### config.mk
export PLATFORM = sky130hd
export DESIGN_NAME = tweakey_round_feeder
export DESIGN_NICKNAME = d
export VERILOG_FILES = /design/src/rtl/tweakey_round_feeder.sv
export SDC_FILE = /design/constraint.sdc
export NUM_CORES = 1
export LEC_CHECK = 0
export BUFFER_PORTS_ARGS = -buffer_cell sky130_fd_sc_hd__buf_2
export CAP_MARGIN = 20
export CORE_MARGIN = 4
export CORE_UTILIZATION = 43
export DETAILED_ROUTE_END_ITERATION = 10
export PLACE_DENSITY = 0.74
export SLEW_MARGIN = 20
export SYNTH_ARGS = -nofsm -noshare
export SYNTH_HDL_FRONTEND = slang
export SYNTH_SLANG_ARGS = --single-unit
### constraint.sdc
create_clock -name clk -period 4.3 [get_ports clk]
set_input_delay 0.86 -clock clk [delete_from_list [all_inputs] [get_ports clk]]
set_output_delay 0.86 -clock clk [all_outputs]
set_load 0.01 [all_outputs]
### src/rtl/tweakey_round_feeder.sv
// Tweakey round feeder: accepts one {TK2,TK1} tweakey and streams ROUNDS round tweakeys,
// forward for encrypt, reversed (after a silent fast-forward) for decrypt. Option: TWEAKEY_ZEROIZE_EN.
`timescale 1ns/1ps
module tweakey_round_feeder #(
  parameter int              DIM    = 64,
  parameter int              ROUNDS = 16,
  parameter int              ROT    = 7,
  parameter logic [DIM-1:0]  POLY   = 64'h000000000000001B,
  parameter int              RW     = 6
) (
  input  logic               clk,
  input  logic               rst_n,
  input  logic               tk_valid,
  output logic               tk_ready,
  input  logic [2*DIM-1:0]   tweakey,
  input  logic               decrypt,
  output logic               rtk_valid,
  input  logic               rtk_ready,
  output logic [DIM-1:0]     rtk,
  output logic [RW-1:0]      rtk_round,
  output logic               rtk_last,
  output logic               busy
);

  typedef enum logic [1:0] {IDLE = 2'd0, PREP = 2'd1, EMIT = 2'd2} state_t;

  localparam logic [RW-1:0] LAST_IDX = RW'(ROUNDS - 1);
  localparam logic [RW-1:0] PREP_END = RW'(ROUNDS - 2);
  localparam logic [RW-1:0] ONE      = RW'(1);

  function automatic logic [DIM-1:0] tk1_fwd(input logic [DIM-1:0] x);
    return (x << ROT) | (x >> (DIM - ROT));
  endfunction

  function automatic logic [DIM-1:0] tk1_inv(input logic [DIM-1:0] x);
    return (x >> ROT) | (x << (DIM - ROT));
  endfunction

  function automatic logic [DIM-1:0] tk2_fwd(input logic [DIM-1:0] x);
    return {x[DIM-2:0], 1'b0} ^ (x[DIM-1] ? POLY : {DIM{1'b0}});
  endfunction

  // POLY[0]=1 so bit 0 of t is always 0; the shifted-out feedback bit returns at the MSB
  function automatic logic [DIM-1:0] tk2_inv(input logic [DIM-1:0] x);
    logic [DIM-1:0] t;
    t = x ^ (x[0] ? POLY : {DIM{1'b0}});
    return {x[0], t[DIM-1:1]};
  endfunction

  function automatic logic [DIM-1:0] round_key(input logic [DIM-1:0] a, input logic [DIM-1:0] b,
                                               input logic [RW-1:0] r);
    return a ^ b ^ {{(DIM-RW){1'b0}}, r};
  endfunction

  state_t          state_r, state_n;
  logic [DIM-1:0]  tk1_r, tk1_n, tk2_r, tk2_n, rtk_r, rtk_n;
  logic [RW-1:0]   cnt_r, cnt_n, round_r, round_n;
  logic            dec_r, dec_n, last_r, last_n, valid_r, valid_n;
  logic            tk_ready_r, busy_r;

  // Next-state and next-output computation
  always_comb begin
    state_n = state_r;
    tk1_n   = tk1_r;
    tk2_n   = tk2_r;
    dec_n   = dec_r;
    cnt_n   = cnt_r;
    rtk_n   = rtk_r;
    round_n = round_r;
    last_n  = last_r;
    valid_n = valid_r;
    case (state_r)
      IDLE: begin
        if (tk_valid && tk_ready_r) begin
          tk1_n = tweakey[DIM-1:0];
          tk2_n = tweakey[2*DIM-1:DIM];
          dec_n = decrypt;
          cnt_n = {RW{1'b0}};
          if (decrypt) begin
            state_n = PREP;
            valid_n = 1'b0;
          end else begin
            state_n = EMIT;
            valid_n = 1'b1;
            rtk_n   = round_key(tk1_n, tk2_n, {RW{1'b0}});
            round_n = {RW{1'b0}};
            last_n  = 1'b0;
          end
        end else begin
          valid_n = 1'b0;
        end
      end
      PREP: begin
        tk1_n = tk1_fwd(tk1_r);
        tk2_n = tk2_fwd(tk2_r);
        if (cnt_r == PREP_END) begin
          state_n = EMIT;
          cnt_n   = LAST_IDX;
          valid_n = 1'b1;
          rtk_n   = round_key(tk1_n, tk2_n, LAST_IDX);
          round_n = LAST_IDX;
          last_n  = 1'b0;
        end else begin
          cnt_n = cnt_r + ONE;
        end
      end
      EMIT: begin
        if (rtk_ready && last_r) begin
          state_n = IDLE;
          valid_n = 1'b0;
          last_n  = 1'b0;
`ifdef TWEAKEY_ZEROIZE_EN
          tk1_n = {DIM{1'b0}};
          tk2_n = {DIM{1'b0}};
          rtk_n = {DIM{1'b0}};
`endif
        end else if (rtk_ready) begin
          if (dec_r) begin
            tk1_n  = tk1_inv(tk1_r);
            tk2_n  = tk2_inv(tk2_r);
            cnt_n  = cnt_r - ONE;
            last_n = (cnt_n == {RW{1'b0}});
          end else begin
            tk1_n  = tk1_fwd(tk1_r);
            tk2_n  = tk2_fwd(tk2_r);
            cnt_n  = cnt_r + ONE;
            last_n = (cnt_n == LAST_IDX);
          end
          rtk_n   = round_key(tk1_n, tk2_n, cnt_n);
          round_n = cnt_n;
        end else begin
          valid_n = 1'b1;
        end
      end
      default: begin
        state_n = IDLE;
        valid_n = 1'b0;
      end
    endcase
  end

  // State and registered outputs
  always_ff @(posedge clk or negedge rst_n) begin
    if (!rst_n) begin
      state_r    <= IDLE;
      tk1_r      <= {DIM{1'b0}};
      tk2_r      <= {DIM{1'b0}};
      dec_r      <= 1'b0;
      cnt_r      <= {RW{1'b0}};
      rtk_r      <= {DIM{1'b0}};
      round_r    <= {RW{1'b0}};
      last_r     <= 1'b0;
      valid_r    <= 1'b0;
      tk_ready_r <= 1'b0;
      busy_r     <= 1'b0;
    end else begin
      state_r    <= state_n;
      tk1_r      <= tk1_n;
      tk2_r      <= tk2_n;
      dec_r      <= dec_n;
      cnt_r      <= cnt_n;
      rtk_r      <= rtk_n;
      round_r    <= round_n;
      last_r     <= last_n;
      valid_r    <= valid_n;
      tk_ready_r <= (state_n == IDLE);
      busy_r     <= (state_n != IDLE);
    end
  end

  assign tk_ready  = tk_ready_r;
  assign rtk_valid = valid_r;
  assign rtk       = rtk_r;
  assign rtk_round = round_r;
  assign rtk_last  = last_r;
  assign busy      = busy_r;

endmodule

# ---- Word level (Yosys, flattened, before mapping)
# Cells that the tools add are included.
dict set report word_totals {
  latch_bits 0
  wordCells 100
  mem_bits_ro 0
  ramBits 0
  register_bits 211
  memories 0
}
dict set report op_classes {
  shifts 0
  order_cmp 0
  n_div 0
  muxes 55
  add_sub_neg 2
  reduce_logical 12
  bitwise_logic 9
  eq_ne 11
  mul 0
}
# operator n
set ops {}
lappend ops {{$mux 64} 19}
lappend ops {{$pmux 64 s3} 3}
lappend ops {{$xor 64x64->64} 3}
lappend ops {{$xor 64x5->64} 2}
lappend ops {{$mux 6} 11}
lappend ops {{$or 57x64->64} 1}
lappend ops {{$or 64x7->64} 1}
lappend ops {{$xor 64x6->64} 1}
lappend ops {{$pmux 6 s3} 2}
lappend ops {{$eq 6x4->1 const B} 2}
lappend ops {{$mux 1} 11}
lappend ops {{$mux 5} 2}
lappend ops {{$ne 2x2->1 const B} 5}
lappend ops {{$mux 2} 4}
lappend ops {{$add 6x1->6 const B} 1}
lappend ops {{$logic_not 6->1} 1}
lappend ops {{$ne 3x3->1 const B} 2}
lappend ops {{$pmux 1 s3} 2}
lappend ops {{$pmux 2 s3} 1}
lappend ops {{$reduce_and 6->1} 1}
lappend ops {{$sub 6x1->6 const B} 1}
lappend ops {{$reduce_and 5->1} 1}
lappend ops {{$logic_not 2->1} 2}
lappend ops {{$not 4->4} 1}
lappend ops {{other kinds (7)} 9}

# ---- Depth between registers and ports, before layout
# Gate-level depths: netlist (run 1).
dict set report depth {
  ltp_word 11
  ltp_mapped 10
}

# ---- Least setup slack after synthesis (run 1)
# Ideal clock, no wire load.
dict set report synth_timing {
  path_kind {input port to flip-flop}
  start {input port tk_valid}
  end {register tk1_r[10]}
  cell_stages 6
  setup_time_ns 0.135
  path_buffers 3
  required_ns 4.165
  arrival_ns 2.020
  slack_ns 2.145
  path_cell_list {a21boi_0 a211o_1 buf_2 clkbuf_1 clkbuf_1 o31ai_1}
}
dict set report synth_via {
  elab_chain_len 3
}
# item line_no
set synth_lines {}
lappend synth_lines {{from (decl)} 13} ;# input logic tk_valid,
lappend synth_lines {{$logic_and 1x1->1} 74} ;# if (tk_valid && tk_ready_r) begin
lappend synth_lines {{$ne 2x2->1 (no line)} --}
lappend synth_lines {{$reduce_and 4->1 (no line)} --}
lappend synth_lines {{to (signal assigned)} 146} ;# tk1_r <= {DIM{1'b0}};
lappend synth_lines {{to (signal assigned)} 158} ;# tk1_r <= tk1_n;
lappend synth_lines {{to (decl)} 56} ;# logic [DIM-1:0] tk1_r, tk1_n, tk2_r, tk2_n, rtk_r, rtk_n;
# No other way between the ends.
# A chain may end at the register's enable or synchronous reset.

# ---- Final worst setup path (run 1)
dict set report layout_timing {
  start {register state_r[1]}
  end {register round_r[3] (netlist: rtk_round[3])}
}
dict set report layout_via {
  elab_chain_len 3
  elab_cells_between_ends 11
}
# item line_no
set layout_lines {}
lappend layout_lines {{from (decl)} 55} ;# state_t state_r, state_n;
lappend layout_lines {{from (signal assigned)} 157} ;# state_r <= state_n;
lappend layout_lines {{$eq 2x1->1, or another cell as far along} 72} ;# case (state_r)
lappend layout_lines {{$ne 2x2->1 (no line) or $reduce_bool 3->1 (tied branches)} --}
lappend layout_lines {{$reduce_and 6->1 (no line)} --}
lappend layout_lines {{to (signal assigned)} 151} ;# round_r <= {RW{1'b0}};
lappend layout_lines {{to (signal assigned)} 163} ;# round_r <= round_n;
lappend layout_lines {{to (decl)} 57} ;# logic [RW-1:0] cnt_r, cnt_n, round_r, round_n;
# Parallel ways exist; a longest one is shown, timed or not.

==> key figures, run 1 <==
Flow run
  • Max-cap violations: 0

Yosys
  • Yosys warnings: 0
  • Number of synthesized flops with an enable pin: 0
  • Syn_area_per_cell: 8.88 um^2
  • FF+latch count, synth: 211
  • Fraction of registers with async set or reset after synthesis: 100%
  • Synthesized area: 13300 um^2
  • Synth cell types: 47
  • Syn nets: 1640
  • Sequential share of the synthesized area: 39.7%
  • Post-synth top flop: dfrtp_1
  • Synth Instances: 1498

Pwr
  • Pwr dens: 943 nW/um^2
  • Max VDD drop: 0.000538 V
  • Cell leakage power: 6.46 nW

Critical path
  • Crit start category: flip-flop
  • RR Endpoint: rtk_round[3]
  • Critical setup path kind: reg -> reg
  • Largest stage delay, worst path: 600 ps
  • Critical Path, Cell by Cell: inv_1, ha_1, inv_1, o21ai_1, a21o_4, buf_12, o31ai_1
  • Most frequent CP cell: inv_1
  • Crit end category: flip-flop
  • Worst Path Max Fanout: 82
  • RR Startpoint: state_r[1]
  • Worst path slowest cell: ha_1
  • Critical path required time: 4650 ps
  • Reg-to-reg setup timing slack: 1360 ps
  • Crit path DAT: 3290 ps
  • FF-to-FF path depth: 7

CTS
  • Post-CTS Resized: 0
  • Clock Tree Buf Depth: 3
  • Worst-Skew Late Latency: 520 ps
  • CTS clk-pin slew, worst paths: 60 ps
  • CTS Buf Count: 25
  • Htree depth: 1
  • # hold bufs at CTS: 0
  • Post-CTS setup buffer count: 0
  • CTS root buf: clkbuf_16
  • CTS Sinks: 211
  • TritonCTS clock tree: built

Timing
  • Sum Neg Setup Slack: 0 ps
  • Relative slew slack: 22.0%
  • Crit share post-route: 68.3%
  • Clk_skew: 13.3 ps
  • Maximum clock rate: 341 MHz
  • Setup violators final: 0
  • Final Hold Viols: 0
  • Crit path time final: 2940 ps
  • Worst-Margin Slew: 1170 ps
  • RSZ-0062 raised after global routing: false
  • Slew Limit Fails: 0
  • Final worst setup slack: 1360 ps

Route
  • Detailed-route DRC error count: 0
  • Final ANT Viol Nets: 0
  • Drt wl/cell: 20.4 um
  • Vias per Instance: 6.19
  • Total length of routed wires: 41000 um
  • Vias: 12500
  • Detailed Routing Iterations Pass 1: 6
  • Initial DRC Count: 1433

Floorplan
  • Die span in x: 184 um
  • Die area: 33800 um^2
  • Row Count: 64
  • Starting density of the core: 43.6%
  • Core box area: 30500 um^2
  • I/O Pins: 207
  • Die Y-Extent: 184 um

Global routing
  • First-pass GRT wire length: 64100 um
  • Largest net degree at the start of global routing: 258
  • Total GRT Usage: 23.0%
  • Vias in the first global route: 11600
  • Total gr overflow: 0
  • Initial antenna violation count: 3

Finish
  • Most frequent cells in the layout: nand2_1 (216), dfrtp_1 (211), buf_2 (205), nor2_1 (140), o31ai_1 (138)
  • Synthesis-to-finish area growth: 16.2%
  • Design area: 15400 um^2
  • Nets@finish: 1743
  • Layout cells sized above 1: 18.2%
  • Commonest non-fill, non-tap cell in the layout: nand2_1
  • Finished Layout Cells: 2016

Status
  • Outcome: finished, final reports clean

Placement
  • # port buffers: 206
  • GPL Wtd Cong: 0.846
  • Placed instance area: 14500 um^2
  • Placed Cells: 1969
  • Dpl hpwl: 27300 um
  • Dpl ws: 1430 ps

Hold path
  • Tightest Hold Check Type: in -> async
## critical path: cells and delay by family, from the launching register on
family	cells	cell delay, ps
AO/OA/AOI/OAI	3	920
adder cells (fa/ha/maj)	1	600
buffers and inverters	3	760
flip-flops	1	420
## final cells by class
cell class              count  area [um^2]
repair buffers            223         1290
flip-flops and latches    211         5280
diodes                      1         2.50
fillers                  2827        15100
clock buffers              35          723
clock inverters            10          178
well taps                 396          495
inverters                   8         32.5
multi-input cells        1132         7450
## cells by family (layout without fill, tap and decap cells)
| kind of cell | Yosys count | in the layout | synth area share (%) |
|---|---|---|---|
| multiplexers | 22 | 22 | 1.82 |
| adder cells (fa/ha/maj) | 9 | 9 | 0.847 |
| AO/OA/AOI/OAI | 505 | 505 | 27.6 |
| XOR/XNOR | 213 | 213 | 14.0 |
| flip-flops | 211 | 211 | 39.7 |
| AND/OR/NAND/NOR | 383 | 383 | 11.3 |
| buffers and inverters | 155 | 276 | 4.66 |
| other | 0 | 1 | 0 |
## through the flow
| step | power [W] | hold WS (ps) | util, % |
|---|---|---|---|
| 3_5_place_dp | 0.0121 | 466 | 47.6 |
| 5_1_grt | 0.0157 | 502 | 50.6 |
| 3_3_place_gp | 0.0119 | 458 | 47.6 |
| 4_1_cts | 0.0145 | 482 | 50.5 |
| 2_1_floorplan | 0.00990 | 509 | - |
| 6_report | 0.0146 | 447 | 50.6 |
## Yosys cell counts, types with 3 or more instances
master,instances,area [um^2]
o31ai_1,138,1040
ha_1,9,113
inv_1,6,22.5
buf_2,24,120
o221ai_1,58,508
mux2_2,17,191
buf_1,10,37.5
clkbuf_1,111,417
and3_1,3,18.8
nand3_1,7,35.0
dfrtp_1,211,5280
a21oi_1,15,75.1
a221oi_1,132,1160
mux2i_1,5,50.1
xnor2_1,137,1200
a21o_1,4,30.0
a31oi_1,4,25.0
xor2_1,76,666
nor2_1,140,526
nand2_1,217,815
a211oi_1,4,30.0
o21ai_0,137,686
## layer usage
layer,part of all wire [%],vias to the layer above,global-route usage [%]
met4,2.8,4,6.95
met3,8.7,91,3.66
met5,0.063,-,0
met1,42,6047,33.0
met2,46,620,36.0
li1,-,5708,-
## worst max path at each step
| stage | start | end | slack (ps) | cells past startpoint |
|---|---|---|---|---|
| final | state_r[1] | rtk_round[3] | 1360 | 7 |
| after global routing | state_r[1] | rtk[16] | 1070 | 7 |
| after floorplan | tk_valid | tk1_r[10] | 2150 | 6 |
| after detailed placement | state_r[1] | rtk[29] | 1430 | 7 |
| after CTS | state_r[1] | rtk_round[3] | 1420 | 7 |
| after global placement | state_r[1] | rtk_round[3] | 1610 | 7 |
## report_power, final
group	internal, W	switching (W)	leakage, nW
registers	0.00300	0.00155	2.61
logic	0.00322	0.00448	3.41
clock network	0.00147	0.000853	0.442
## state kept, by name, indices dropped and copies added (netlist names)
signal     count
rtk           64
tk1_r         64
tk2_r         64
cnt_r          6
rtk_round      6
state_r        2
busy           1
dec_r          1
rtk_last       1
rtk_valid      1
tk_ready       1
Power figures use the tool's default switching activity.
==> run 2: changes to the inputs <==
Clock period 4.3 ns to 2.79 ns, I/O delays scaled along.
==> key figures, run 2 (same netlist as run 1, synthesis figures left out) <==
Hold path
  • Tightest Hold Check Type: in -> async

Timing
  • Maximum clock rate: 398 MHz
  • Relative slew slack: 36.0%
  • Crit path time final: 2510 ps
  • Hold WS: 17.6 ps
  • Final Hold Viols: 0
  • Crit share post-route: 90.0%
  • Slew Limit Fails: 0
  • Sum Neg Setup Slack: 0 ps
  • RSZ-0062 raised after global routing: false
  • Worst-Margin Slew: 959 ps
  • Clk_skew: 17.9 ps
  • Setup violators final: 0

Finish
  • Most frequent cells in the layout: nand2_1 (216), dfrtp_1 (211), buf_2 (205), nor2_1 (140), o31ai_1 (138)
  • Finished Layout Cells: 2022
  • Synthesis-to-finish area growth: 16.2%
  • Fillers: 2857
  • Layout cells sized above 1: 18.5%
  • Utilization after layout: 50.7%
  • Design area: 15500 um^2
  • Register area: 5280 um^2
  • Commonest non-fill, non-tap cell in the layout: nand2_1
  • Nets@finish: 1749
  • Multi-input logic area: 7450 um^2

Global routing
  • Vias in the first global route: 11800
  • Initial antenna violation count: 3
  • Total GRT Usage: 23.7%
  • Largest net degree at the start of global routing: 190
  • First-pass GRT wire length: 66000 um
  • Total gr overflow: 0

Route
  • Final ANT Viol Nets: 0
  • Vias: 12400
  • Detailed Routing Iterations Pass 1: 6
  • Detailed-route DRC error count: 0
  • Vias per Instance: 6.13
  • Total length of routed wires: 41700 um
  • Drt wl/cell: 20.6 um
  • Initial DRC Count: 1439

Floorplan
  • Die Y-Extent: 184 um
  • Die span in x: 184 um
  • Starting density of the core: 43.6%
  • Row Count: 64
  • Core box area: 30500 um^2
  • Die area: 33800 um^2
  • I/O Pins: 207

Pwr
  • Max VDD drop: 0.00112 V
  • Pwr dens: 1450 nW/um^2
  • Clock power frac: 15.0%
  • Comb pwr share: 53.7%
  • Sequential power share: 31.3%
  • NetSw: 0.0107 W
  • Sw frac: 47.9%
  • Cell Int Power: 0.0117 W
  • Cell leakage power: 6.47 nW

Status
  • Outcome: finished, final reports clean

Placement
  • GPL Wtd Cong: 0.860
  • Placed instance area: 14600 um^2
  • Placed Cells: 1976
  • # port buffers: 206
  • Dpl hpwl: 28000 um

Critical path
  • Crit path DAT: 2910 ps
  • Crit start category: flip-flop
  • Critical path required time: 3180 ps
  • Worst Path Max Fanout: 66
  • Crit end category: flip-flop
  • Critical setup path kind: reg -> reg

Flow run
  • Max-cap violations: 0

CTS
  • CTS root buf: clkbuf_16
  • Clock Tree Buf Depth: 3
  • CTS clk-pin slew, worst paths: 60 ps
  • CTS Buf Count: 25
  • CTS Sinks: 211
  • # hold bufs at CTS: 0
  • Worst-Skew Late Latency: 540 ps
  • TritonCTS clock tree: built
  • Htree depth: 1
  • Post-CTS setup buffer count: 0
[run 2: cell types whose count changed in the layout (fill, tap and decap cells not counted), sizes merged]
| cell | change |
|---|---|
| clkbuf | +4 |
| inv | +1 |
| clkinvlp | -1 |
| bufinv | -4 |
| buf | +6 |
[run 2: final cells by class]
class                           count  area share (%)
Multi-Input combinational cell   1132            48.2
Sequential cell                   211            34.2
Timing Repair Buffer              229            8.76
Clock buffer                       39            5.04
Tap cell                          396            3.21
Clock inverter                      6           0.405
Inverter                            8           0.210
Antenna cell                        1          0.0162
[run 2: power groups by stage]
stage	logic (W)	registers, W	clock network (W)
finish	0.0120	0.00701	0.00335
global placement	0.0116	0.00692	0
global route	0.0134	0.00719	0.00353
CTS	0.0120	0.00692	0.00339
floorplan	0.00896	0.00630	0
detailed placement	0.0119	0.00695	0
[run 2: path summary, 6_finish.rpt]
| path | start | end | slack (ps) | cells after the start |
|---|---|---|---|---|
| min in group clk | tweakey[118] | tk2_r[54] | 330 | 3 |
| max in group asynchronous | rst_n | tk2_r[36] | 1970 | 2 |
| worst max-delay path | state_r[1] | rtk[34] | 280 | 8 |
| worst min-delay path | rst_n | rtk[19] | 20 | 1 |
| worst min register to register | rtk[8] | rtk[8] | 470 | 2 |
| worst max register to register | state_r[1] | rtk[34] | 280 | 8 |
[run 2: metal layers]
metal  part of all wire [%]  track usage [%]
met1                     42             33.5
met2                     47             37.8
met3                    9.0             4.17
met4                    2.5             6.54
met5                  0.062                0
[run 2: through the flow]
step / total power [W] / setup WS (ps)
after global routing: 0.0241 / 72.7
after detailed placement: 0.0189 / 280
after floorplan: 0.0153 / 636
after global placement: 0.0185 / 397
final: 0.0224 / 279
after CTS: 0.0223 / 218
[run 2: timing repair]
| item | in CTS | in global routing |
|---|---|---|
| resized for setup | 0 | 1 |
| endpoints found under the hold margin | 0 | 0 |
| endpoints found under the setup margin | 0 | 14 |
[run 2: worst max-delay path, stage by stage, from the launching register on]
cell     delay [ps]
dfrtp_1         420
inv_1           150
ha_1            260
buf_6           310
inv_1           190
o21ai_1         320
a21o_4          250
buf_12          250
o21ai_0         150
==> run 3: changes to the inputs <==
Clock period 2.79 ns to 2.9 ns, I/O delays scaled along.
==> key figures, run 3 (same netlist as run 1, synthesis figures left out) <==
Status
  • Outcome: finished, final reports clean

Pwr
  • Cell leakage power: 6.48 nW
  • Clock power frac: 14.8%
  • NetSw: 0.0102 W
  • Sequential power share: 31.5%
  • Comb pwr share: 53.8%
  • Pwr Total: 0.0214 W
  • Pwr dens: 1380 nW/um^2
  • Max VDD drop: 0.00116 V
  • Cell Int Power: 0.0112 W
  • Sw frac: 47.6%

Finish
  • Layout cells sized above 1: 18.5%
  • Synthesis-to-finish area growth: 16.4%
  • Utilization after layout: 50.7%
  • Nets@finish: 1754
  • Commonest non-fill, non-tap cell in the layout: nand2_1
  • Most frequent cells in the layout: nand2_1 (216), dfrtp_1 (211), buf_2 (205), nor2_1 (140), o31ai_1 (138)
  • Fillers: 2831

CTS
  • Htree depth: 1
  • TritonCTS clock tree: built
  • Post-CTS Resized: 0
  • Worst-Skew Late Latency: 530 ps
  • Clock Tree Buf Depth: 3
  • CTS Sinks: 211
  • # hold bufs at CTS: 0
  • CTS Buf Count: 25
  • Post-CTS setup buffer count: 0
  • CTS root buf: clkbuf_16
  • CTS clk-pin slew, worst paths: 60 ps

Timing
  • Crit share post-route: 83.9%
  • Setup violators final: 0
  • Slew Limit Fails: 0
  • Crit path time final: 2430 ps
  • Clk_skew: 7.51 ps
  • RSZ-0062 raised after global routing: false
  • Hold WS: 66.4 ps
  • Sum Neg Setup Slack: 0 ps
  • Relative slew slack: 53.6%
  • Final worst setup slack: 467 ps
  • Final Hold Viols: 0
  • Maximum clock rate: 411 MHz
  • Worst-Margin Slew: 697 ps

Floorplan
  • Starting density of the core: 43.6%
  • I/O Pins: 207
  • Die span in x: 184 um
  • Die area: 33800 um^2
  • Core box area: 30500 um^2
  • Row Count: 64
  • Die Y-Extent: 184 um

Critical path
  • Crit path DAT: 2820 ps
  • Crit end category: flip-flop
  • Crit start category: flip-flop
  • Critical path required time: 3280 ps
  • Critical setup path kind: reg -> reg
  • Worst Path Max Fanout: 60

Route
  • Vias: 12300
  • Drt wl/cell: 20.3 um
  • Detailed Routing Iterations Pass 1: 5
  • Vias per Instance: 6.06
  • Final ANT Viol Nets: 0
  • Detailed-route DRC error count: 0
  • Total length of routed wires: 41200 um
  • Initial DRC Count: 1374

Global routing
  • Vias in the first global route: 11800
  • Initial antenna violation count: 4
  • Largest net degree at the start of global routing: 121
  • Total gr overflow: 0
  • First-pass GRT wire length: 65300 um
  • Total GRT Usage: 23.5%

Placement
  • GPL Wtd Cong: 0.858
  • Dpl hpwl: 28300 um
  • Dpl ws: 464 ps
  • # port buffers: 206

Flow run
  • Max-cap violations: 0

Hold path
  • Tightest Hold Check Type: in -> async
run 3: worst max-delay path: stages, from the launching register on:
cell and delay (ps):
dfrtp_1 560, inv_1 200, ha_1 260, and4_1 220, o21ai_1 270, a21o_4 150
buf_4 410, o21ai_0 180
run 3: final timing paths:
path	endpoint	cells past startpoint	from	slack, ps
min in group clk	tk2_r[49]	3	tweakey[113]	360
worst min-delay path	rtk[24]	1	rst_n	70
worst max register to register	rtk[36]	7	cnt_r[0]	470
worst min register to register	rtk_round[2]	2	rtk_round[2]	470
worst max-delay path	rtk[36]	7	cnt_r[0]	470
max in group asynchronous	rtk[38]	2	rst_n	2040
run 3: layout make-up:
type                    instances  area [um^2]  area share, %
diodes                          1         2.50         0.0162
well taps                     396          495           3.20
inverters                       8         32.5          0.210
clock inverters                 8         97.6          0.631
multi-input cells            1132         7450           48.1
clock buffers                  36          717           4.63
repair buffers                234         1400           9.05
flip-flops and latches        211         5280           34.1
run 3: per-layer routing:
metal	global-route usage (%)	wire [um]	share of wire [%]
met5	0	38	0.092
met3	4.35	3630	8.8
met2	36.8	18900	46
met1	33.1	17300	42
met4	7.22	1270	3.1
run 3: power groups by stage:
| stage | combinational (W) | clock, W | sequential, W |
|---|---|---|---|
| after global routing | 0.0129 | 0.00332 | 0.00691 |
| after floorplan | 0.00862 | 0 | 0.00606 |
| final | 0.0115 | 0.00317 | 0.00674 |
| after detailed placement | 0.0115 | 0 | 0.00669 |
| after CTS | 0.0115 | 0.00322 | 0.00666 |
| after global placement | 0.0112 | 0 | 0.00665 |
run 3: metrics by stage:
step / std cells / instance area [um^2]
floorplan: 1498 / 13300
global placement: 1981 / 14700
detailed placement: 1981 / 14700
CTS: 2025 / 15500
global route: 2026 / 15500
finish: 2026 / 15500
